`src/rtl/pc_fetch_pkg.sv`:
```
// Shared types and constants for the instruction-fetch stage (pc_fetch).
package pc_fetch_pkg;

    typedef enum logic [2:0] {
        S_IDLE,
        S_BUSY,
        S_WAIT,
        S_DISCARD,
        S_ADEL
    } fetch_state_t;

    localparam logic        STOP      = 1'b1;
    localparam logic        NO_STOP   = 1'b0;
    localparam logic [31:0] ZERO_WORD = 32'h0000_0000;

    function automatic logic misaligned(input logic [1:0] lsb);
        return lsb != 2'b00;
    endfunction

endpackage

```
`src/rtl/pc_fetch.sv`:
```
// IF stage: owns the PC and fetches over a single-outstanding req/ack bus.
// Optional misaligned-fetch trap enabled by defining PC_FETCH_ADEL_CHECK_EN.
module pc_fetch
    import pc_fetch_pkg::*;
#(
    parameter logic [31:0] RESET_PC = 32'h0000_0000
) (
    input  logic        clk,
    input  logic        rst,
    input  logic [5:0]  stall,
    input  logic        flush,
    input  logic [31:0] new_pc,
    input  logic        branch_flag_i,
    input  logic [31:0] branch_addr_i,
    output logic        stallreq,
    output logic [31:0] if_pc,
    output logic [31:0] if_inst,
    output logic        if_adel,
    output logic        ibus_req_o,
    output logic [31:0] ibus_addr_o,
    input  logic        ibus_ack_i,
    input  logic [31:0] ibus_rdata_i
);

    // Bus handshake: a transfer completes in the cycle where ibus_req_o and
    // ibus_ack_i are both high; ibus_rdata_i is valid in that same cycle, the
    // address is held until then, and an ack seen while req is low is ignored.

    fetch_state_t state;
    logic [31:0]  pc;
    logic [31:0]  redirect_pc;
    logic         redirect_pend;
    logic [31:0]  inst_buf;
    logic [31:0]  disc_addr;

    logic         fetching;
    logic         branch_live;
    logic         advance;
    logic [31:0]  next_pc;
    fetch_state_t adv_state;
    logic         unused_stall;

    assign unused_stall = ^{stall[5:3], stall[1]};

    assign fetching    = (state == S_IDLE) || (state == S_BUSY);
    assign branch_live = branch_flag_i && (stall[2] == NO_STOP);
    assign advance     = !flush && (stall[0] == NO_STOP) &&
                         ((fetching && ibus_ack_i) || (state == S_WAIT));
    assign next_pc     = branch_live   ? branch_addr_i :
                         redirect_pend ? redirect_pc   : pc + 32'd4;

`ifdef PC_FETCH_ADEL_CHECK_EN
    // A misaligned target is trapped locally instead of going to the bus.
    assign adv_state = misaligned(next_pc[1:0]) ? S_ADEL : S_BUSY;
`else
    assign adv_state = S_BUSY;
`endif

    always_ff @(posedge clk or posedge rst) begin
        if (rst) begin
            state         <= S_IDLE;
            pc            <= RESET_PC;
            redirect_pc   <= ZERO_WORD;
            redirect_pend <= 1'b0;
            inst_buf      <= ZERO_WORD;
            disc_addr     <= ZERO_WORD;
        end else if (flush) begin
            pc            <= new_pc;
            redirect_pend <= 1'b0;
            case (state)
                S_IDLE, S_BUSY: begin
                    if (ibus_ack_i) begin
                        state <= S_IDLE;
                    end else begin
                        state     <= S_DISCARD;
                        disc_addr <= pc;
                    end
                end
                S_DISCARD: if (ibus_ack_i) state <= S_IDLE;
                default:   state <= S_IDLE;
            endcase
        end else begin
            if (advance) begin
                pc            <= next_pc;
                redirect_pend <= 1'b0;
            end else if (branch_live) begin
                redirect_pend <= 1'b1;
                redirect_pc   <= branch_addr_i;
            end
            case (state)
                S_IDLE, S_BUSY: begin
                    if (ibus_ack_i) begin
                        if (stall[0] == STOP) begin
                            inst_buf <= ibus_rdata_i;
                            state    <= S_WAIT;
                        end else begin
                            state <= adv_state;
                        end
                    end else begin
                        state <= S_BUSY;
                    end
                end
                S_WAIT:    if (stall[0] == NO_STOP) state <= adv_state;
                S_DISCARD: if (ibus_ack_i) state <= S_IDLE;
                default:   state <= state;
            endcase
        end
    end

    // Outputs are decoded from state; they read as zero while reset is held.
    always_comb begin
        ibus_req_o  = 1'b0;
        ibus_addr_o = ZERO_WORD;
        stallreq    = 1'b0;
        if_pc       = ZERO_WORD;
        if_inst     = ZERO_WORD;
        if_adel     = 1'b0;
        if (!rst) begin
            if_pc = flush ? ZERO_WORD : pc;
            case (state)
                S_IDLE, S_BUSY: begin
                    ibus_req_o  = 1'b1;
                    ibus_addr_o = pc;
                    stallreq    = !ibus_ack_i;
                    if_inst     = ibus_ack_i ? ibus_rdata_i : ZERO_WORD;
                end
                S_WAIT: begin
                    if_inst = inst_buf;
                end
                S_DISCARD: begin
                    ibus_req_o  = 1'b1;
                    ibus_addr_o = disc_addr;
                    stallreq    = 1'b1;
                end
                default: begin
`ifdef PC_FETCH_ADEL_CHECK_EN
                    if_adel = 1'b1;
`endif
                end
            endcase
            if (flush) if_inst = ZERO_WORD;
        end
    end

endmodule

```
`config.mk`:
```
export PLATFORM = sky130hd
export DESIGN_NAME = pc_fetch
export DESIGN_NICKNAME = d
export VERILOG_FILES = /design/src/rtl/pc_fetch_pkg.sv /design/src/rtl/pc_fetch.sv
export SDC_FILE = /design/constraint.sdc
export NUM_CORES = 1
export LEC_CHECK = 0
export CORE_MARGIN = 10
export CORE_UTILIZATION = 45
export DETAILED_ROUTE_END_ITERATION = 8
export PLACE_DENSITY = 0.85
export SKIP_CTS_REPAIR_TIMING = 1
export SYNTH_ARGS = -nofsm -noshare
export SYNTH_HDL_FRONTEND = slang
export SYNTH_SLANG_ARGS = --single-unit
```
`constraint.sdc`:
```
create_clock -name clk -period 5.4 [get_ports clk]
set_clock_uncertainty 0.05 [all_clocks]
set_input_delay 1.62 -clock clk [delete_from_list [all_inputs] [get_ports clk]]
set_output_delay 1.62 -clock clk [all_outputs]
set_load 0.005 [all_outputs]
```
* Word-level counts from Yosys, hierarchy flattened
Index checks and enable logic that the tools add are counted.
** Cells by class
- $add $sub $neg :: 1
- Multiply operators :: 0
- Divide/modulo/power cells :: 0
- Order comparisons :: 0
- Equal/unequal tests :: 4
- Shifts and indexed selects :: 0
- Multiplexer cells :: 27
- Bitwise operators :: 5
- Reduce and logical (&&, ||, !) cells :: 18
** Operators with widths (number)
- $mux 32 :: 10
- $pmux 32 s2 :: 2
- $add 32x3->32 const B :: 1
- $mux 3 :: 4
- $pmux 3 s3 :: 1
- $eq 3x2->1 const B :: 2
- $mux 1 :: 6
- $pmux 3 s2 :: 1
- $reduce_and 3->1 :: 2
- $not 1->1 :: 5
- $logic_and 1x1->1 :: 4
- $mux 2 :: 2
- $reduce_and 4->1 :: 1
- $reduce_bool 4->1 :: 1
- $eq 3x1->1 const B :: 1
- $logic_not 3->1 :: 1
- $ne 3x3->1 const B :: 1
- $reduce_bool 3->1 :: 1
- $reduce_or 3->1 :: 1
- $logic_not 1->1 :: 2
- $logic_or 1x1->1 :: 2
- $pmux 1 s2 :: 1
- $reduce_and 2->1 :: 1
- $reduce_bool 2->1 :: 1
- $reduce_or 2->1 :: 1
** Storage, ports and cells
- Register bits after elaboration :: 132
- Bits in latches :: 0
- Bits in writable memories :: 0
- Bits in read-only memories :: 0
- Output and inout bits :: 99
- Word-level logic and storage cells :: 61
- Memories :: 0

* Depth between registers and ports, before layout
Gate-level depths: netlist of the first run.
- Word-level depth :: 7
- Mapped depth :: 8
- Mapped depth without buffers :: 6

* Worst setup path after synthesis of the first run
No wires, ideal clock.
- Path kind :: input -> output
- Start :: input flush
- End :: output if_inst[10]
- Arrival time :: 2.598 ns
- Data required time :: 3.730 ns
- Setup slack :: 1.132 ns
- Stages on the path :: 5
- Path buffers :: 2
- Path through :: buf_2 nor2_1 o21ai_1 clkbuf_1 nor2_1
** On the way
- Cells in the longest elaborated chain, start to end :: 2
** Ends and longest elaborated chain
- from (decl) :: line pc_fetch.sv:11 : input logic flush,
- $mux 32 :: line pc_fetch.sv:141 : if (flush) if_inst = ZERO_WORD;
- $mux 32 :: line pc_fetch.sv:118 : if (!rst) begin
- to (decl) :: line pc_fetch.sv:17 : output logic [31:0] if_inst,
No other way between the ends.

* Worst setup path after layout of the first run
- Start :: input ibus_ack_i
- End :: output if_inst[14]
** On the way
- Cells in the longest elaborated chain, start to end :: 4
** Ends and longest elaborated chain
- from (decl) :: line pc_fetch.sv:21 : input logic ibus_ack_i,
- $mux 32 :: line pc_fetch.sv:125 : if_inst = ibus_ack_i ? ibus_rdata_i : ZERO_WORD;
- $pmux 32 s2 :: line pc_fetch.sv:120 : case (state)
- $mux 32 :: line pc_fetch.sv:141
- $mux 32 :: line pc_fetch.sv:118
No other way between the ends.

==> results of run 1 <==
==> power by group <==
part | total (mW) | internal, mW | switching (mW)
combinational | 1.17 | 0.647 | 0.528
clock | 1.19 | 0.730 | 0.459
sequential | 1.57 | 1.31 | 0.260
==> cells in the mapped netlist (6+ instances only) <==
library cell and number:
a211oi_1 6, o211ai_1 8, nor2_1 94, clkbuf_1 39, and2_1 33, nand4_1 7
xor2_1 8, nand2_1 47, inv_1 13, dfrtp_1 132, a21oi_1 21, mux2_2 97
buf_2 23, a22oi_1 68, o21ai_0 31, nor3_1 19, and3_1 10, nand3_1 25
mux2i_1 8
==> worst max path at each step <==
stage / from / endpoint / slack (ns) / cells after the start
6_report: ibus_ack_i / if_inst[14] / 0.35 / 7
5_1_grt: ibus_ack_i / if_inst[14] / 0.26 / 7
4_1_cts: ibus_ack_i / if_inst[14] / 0.36 / 7
3_5_place_dp: ibus_ack_i / if_inst[14] / 0.36 / 7
3_3_place_gp: ibus_ack_i / if_inst[1] / 0.41 / 7
2_1_floorplan: flush / if_inst[10] / 1.13 / 5
==> cell type report <==
| cell class | instances | area (sq um) | area share |
|---|---|---|---|
| sequential | 132 | 3300 | 0.315 |
| clock buffer | 18 | 429 | 0.0410 |
| multi-input combinational | 584 | 4050 | 0.386 |
| clock inverter | 14 | 179 | 0.0171 |
| timing repair buffer | 223 | 2190 | 0.209 |
| tap | 220 | 275 | 0.0263 |
| inverter | 13 | 52.6 | 0.00501 |
==> layer usage <==
metal | track usage | part of all wire | vias up
met3 | 0.0504 | 0.083 | 68
met4 | 0.0953 | 0.037 | 0
li1 | - | - | 3259
met2 | 0.354 | 0.49 | 416
met5 | 0 | 0 | -
met1 | 0.285 | 0.39 | 3515
==> flip-flops by register name, indices dropped and copies added, names as in the netlist <==
register,count
pc,32
redirect_pc,32
redirect_pend,1
state,3
disc_addr,32
inst_buf,32
==> worst max-delay path, cell delays in order <==
cell             delay (ns)
clkdlybuf4s50_1        0.48
inv_1                  0.08
nor3_4                 0.16
buf_12                 0.22
a22oi_1                0.12
nor2_1                 0.13
clkdlybuf4s50_1        0.56
==> metrics by stage <==
step	power [mW]	hold slack, ns	util	cell area (sq um)	setup slack (ns)
5_1_grt	4.13	0.457	0.627	10500	0.256
4_1_cts	3.93	0.435	0.627	10500	0.362
6_report	3.93	0.434	0.627	10500	0.354
3_5_place_dp	2.73	0.421	0.591	9870	0.362
2_1_floorplan	2.23	0.401	-	7710	1.13
3_3_place_gp	2.68	0.411	0.591	9870	0.406
==> cells by family after synthesis <==
group,synth area share
other,0.000487
and+or+nand+nor,0.175
DFF,0.429
muxes,0.154
AOI/OAI and AO/OA,0.177
adders and majority gates,0.00162
xor gates and xnor gates,0.0148
buffers and inverters,0.0487
==> impl_metrics.csv, run 1 <==
group,metric,value,unit
finish,layout_common_cells,"199 x clkdlybuf4s50_1, 132 x dfrtp_1, 97 x mux2_2",
worst_hold_path,hp-class,"flop to flop",
worst_setup_path,end_kind,"output pin",
timing,setup-violations-final,0,
worst_setup_path,start_kind,"input port",
flow_run,maxCapViolations,0,
placement,hpwlAfterDp,18600,um
routing,first_pass_iters,5,
timing,period_share,0.934,
timing,fin_setup_tns,0,ns
worst_hold_path,worstHoldStart,"redirect_pc[12]",
power,p_leak,4.11,nW
worst_setup_path,r2r_slack,2.85,ns
worst_setup_path,worstPathMaxFanout,33,
finish,area_delta_synth_final,36.0,%
floorplanning,dieArea,22800,sq um
synth,synth.ff_latch_count,132,
worst_setup_path,arrival,3.38,ns
worst_hold_path,holdPathEnd,"redirect_pc[12]",
synth,syn_inst,800,
grt,grt_max_degree,74,
clocking,ctsRootBufferMaster,"clkbuf_16",
floorplanning,placementRows,47,
grt,grt-ovfl-total,0,
grt,grt_pass1_vias,7129,
power,ir_worst_vdd,0.264,mV
synth,syn-cell-area,7710,sq um
grt,grt_pass1_wl,39800,um
placement,io_buffers,200,
floorplanning,initial_core_util,0.461,
worst_setup_path,r2r_end,"redirect_pc[0]",
finish,drive_gt1_frac,0.174,
routing,vias_per_cell,6.03,
finish,fin_cells,1204,
floorplanning,ioPinCount,206,
timing,slew_headroom,0.287,
worst_setup_path,ff2ff_path_depth,7,
synth,yosys.area.top_type_share,0.429,
finish,antenna_cells,0,
routing,ant_nets,0,
synth,avgSynthCellArea,9.63,sq um
synth,netlist_top_cells_area,"dfrtp_1 43%, mux2_2 14%, a22oi_1 6.6%, nor2_1 4.6%, and2_1 2.7%",
routing,wl,26000,um
clocking,clk-insertion-delay-late,0.43,ns
worst_hold_path,whs_path_depth,1,
synth,syn_nets,908,
finish,final_common_cell,"clkdlybuf4s50_1",
finish,nFillCells,1369,
floorplanning,die_h,151,um
timing,max_freq,0.198,GHz
worst_setup_path,cp.required,3.73,ns
clocking,cts.sinks,132,
worst_setup_path,critPathKind,"input port to output pin",
routing,drt_iter0_markers,857,
routing,vias,7258,
clocking,path_clk_slew,0.06,ns
floorplanning,die_x,151,um
placement,gp_congestion,0.920,
run_status,status,"complete, no violations",
finish,final_nets,1079,
grt,antenna_found_initial,0,
synth,synth-edff-count,0,
timing,hold_violations,0,
synth,ys_seq_area_frac,0.429,
synth,yosysTopAreaCell,"dfrtp_1",
clocking,cts_buffer_depth,2,
clocking,cts_buffers,17,
routing,drc,0,
timing,final_max_slew_viol_count,0,
worst_setup_path,worstReg2RegStart,"state[1]",
routing,routedWlPerCell,21.6,um
timing,max_slew.worst_pin.slew,1.07,ns
clocking,htreeDepth,4,
synth,dominantRegCellSynth,"dfrtp_1",
synth,ys_warn_count,0,
grt,gr-usage-all-layers,0.222,
timing,finalWorstPathRequiredPeriod,5.05,ns
synth,synth_cell_types,72,
timing,rsz0062_at_grt,"no",
floorplanning,coreArea,16700,sq um
synth,ys_async_sr_fraction,1.00,
placement,dp.cells,1172,
power,powerDensity,375,nW/um^2
clocking,cts_tree,"done",
Note: power is estimated with default switching activity, not from simulation.
==> inputs of run 2 (changes only) <==
--- a/config.mk
+++ b/config.mk
@@ -5,10 +5,12 @@
 export SDC_FILE = /design/constraint.sdc
 export NUM_CORES = 1
 export LEC_CHECK = 0
+export CORE_ASPECT_RATIO = 0.6
 export CORE_MARGIN = 10
 export CORE_UTILIZATION = 45
 export DETAILED_ROUTE_END_ITERATION = 8
 export PLACE_DENSITY = 0.85
+export SETUP_SLACK_MARGIN = 0.4
 export SKIP_CTS_REPAIR_TIMING = 1
 export SYNTH_ARGS = -nofsm -noshare
 export SYNTH_HDL_FRONTEND = slang
==> run 2 against run 1 <==
Compared with the run above:
- clock-buffer cell count is the same
- largest power group unchanged
- cell area up 1.5%
- fmax shrank 0.65%
- clock power is essentially flat
- die area is 0.76% higher
- final cell count is 1.5% higher
- non-clock buffer count increased by 8
- hold slack worse by 0.0025 ns
- sequential share of layout area decreased by 0.47 points
- setup slack worse by 0.033 ns
==> impl_metrics.csv, run 2 (synthesis gave the netlist of run 1 again) <==
group,metric,value,unit
finish,fin_util,0.644,
timing,fin_setup_tns,0,ns
finish,final_common_cell,"clkdlybuf4s50_1",
routing,first_pass_iters,6,
timing,max_slew.worst_pin.slew,0.992,ns
power,internal_power,2.62,mW
worst_setup_path,path_delay_family,"buffers and inverters",
worst_setup_path,critPathMaxStageDelay,0.52,ns
finish,final_nets,1087,
clocking,cts_buffers,17,
power,ir_worst_vdd,0.160,mV
routing,wl,27300,um
timing,setup-violations-final,0,
grt,grt_max_degree,68,
worst_setup_path,worstPathCellList,"clkdlybuf4s50_1, inv_2, nor3_4, buf_4, buf_12, a22oi_1, nor2_1, clkdlybuf4s50_1",
timing,slew_headroom,0.335,
floorplanning,placementRows,36,
floorplanning,initial_core_util,0.466,
worst_setup_path,end_kind,"output pin",
routing,routedWlPerCell,22.3,um
routing,ant_nets,0,
finish,layout_common_cells,"169 x clkdlybuf4s50_1, 132 x dfrtp_1, 97 x mux2_2",
worst_setup_path,cp-startpoint,"ibus_ack_i",
power,power_switching,1.30,mW
power,switching_share,0.332,
floorplanning,dieArea,22900,sq um
clocking,htreeDepth,4,
power,powerDensity,369,nW/um^2
timing,hold_ws,0.432,ns
floorplanning,coreArea,16500,sq um
routing,drt_iter0_markers,1027,
worst_setup_path,ff2ff_path_depth,5,
placement,gp_congestion,0.939,
timing,max_freq,0.197,GHz
run_status,status,"complete, no violations",
routing,vias,7390,
power,pwr-share-clk,0.295,
routing,vias_per_cell,6.05,
finish,area_delta_synth_final,38.1,%
flow_run,maxCapViolations,0,
clocking,cts_buffer_depth,2,
worst_setup_path,crit_buf_inv,5,
clocking,cts_tree,"done",
worst_setup_path,cp.required,3.73,ns
placement,hpwlAfterDp,19400,um
worst_setup_path,r2r_slack,2.10,ns
routing,drc,0,
timing,final_max_slew_viol_count,0,
finish,drive_gt1_frac,0.183,
grt,grt_pass1_vias,7303,
timing,finalWorstPathRequiredPeriod,5.08,ns
worst_setup_path,cpMostUsedCell,"clkdlybuf4s50_1",
worst_setup_path,r2r_end,"disc_addr[16]",
worst_hold_path,whs_path_depth,1,
clocking,ctsRootBufferMaster,"clkbuf_16",
grt,gr-usage-all-layers,0.230,
power,p_leak,4.70,nW
clocking,path_clk_slew,0.06,ns
placement,io_buffers,200,
floorplanning,die_x,189,um
finish,nFillCells,1291,
power,p_seq_frac,0.397,
clocking,cts.sinks,132,
timing,hold_violations,0,
worst_hold_path,holdPathEnd,"redirect_pc[12]",
worst_hold_path,hp-class,"flop to flop",
worst_setup_path,start_kind,"input port",
worst_setup_path,arrival,3.41,ns
timing,period_share,0.941,
clocking,clk-insertion-delay-late,0.43,ns
floorplanning,ioPinCount,206,
worst_setup_path,worstReg2RegStart,"state[2]",
worst_hold_path,worstHoldStart,"redirect_pc[12]",
finish,multiInputGateArea,4050,sq um
finish,regArea,3300,sq um
power,p_comb_frac,0.308,
timing,rsz0062_at_grt,"yes",
worst_setup_path,critPathKind,"input port to output pin",
worst_setup_path,worstPathMaxFanout,17,
worst_setup_path,crit_path_top_delay_cell,"clkdlybuf4s50_1",
grt,antenna_found_initial,1,
grt,grt-ovfl-total,0,
floorplanning,die_h,121,um
grt,grt_pass1_wl,42100,um
run 2: cell types whose count changed in the layout (fill, tap and decap cells not counted), sizes merged:
cell / previous run / this run
bufinv: 3 / 1
diode: 0 / 2
inv: 14 / 19
buf: 24 / 31
clkdlybuf4s50: 199 / 169
clkbuf: 18 / 19
dlymetal6s2s: 0 / 30
clkinv: 6 / 3
run 2: power by group through the flow:
stage	Combinational, mW	Clock (mW)	Sequential (mW)
final	1.21	1.16	1.56
after global routing	1.31	1.22	1.61
after CTS	1.19	1.17	1.55
after detailed placement	1.18	0	1.57
after global placement	1.15	0	1.54
after floorplan	0.770	0	1.46
run 2: layout make-up:
cell class	count	share of cell area
Sequential cell	132	0.310
Clock inverter	14	0.0134
Timing Repair Buffer	231	0.222
Clock buffer	18	0.0413
Multi-Input combinational cell	584	0.380
Inverter	13	0.00494
Antenna cell	2	0.000470
Tap cell	228	0.0268
run 2: metrics by stage:
step                      area (sq um)  power [mW]  cells  setup WS (ns)
after detailed placement          9930        2.75   1185          0.355
after CTS                        10500        3.91   1217          0.341
after floorplan                   7710        2.23    800           1.13
final                            10600        3.93   1222          0.321
after global routing             10600        4.14   1220          0.265
after global placement            9930        2.70   1185          0.384
run 2: how the worst max path moves through the flow:
stage / to / slack (ns) / depth (start not counted)
after floorplan: if_inst[10] / 1.13 / 5
after detailed placement: if_inst[25] / 0.36 / 6
after global placement: if_inst[5] / 0.38 / 7
final: if_inst[5] / 0.32 / 8
after CTS: if_inst[25] / 0.34 / 6
after global routing: if_inst[5] / 0.27 / 8
run 2: worst register-to-register path, stage by stage, from the launching register on:
cell and delay [ns]:
dfrtp_1 0.54, nor2_2 0.69, buf_4 0.37, and3_1 0.76
buf_4 0.38, mux2_2 0.38
run 2: per-layer routing:
metal,vias up,wire [um],global-route usage
met1,3584,11800,0.315
met5,-,90,0.0278
met2,466,11700,0.335
li1,3280,-,-
met3,58,3240,0.0804
met4,2,455,0.0558
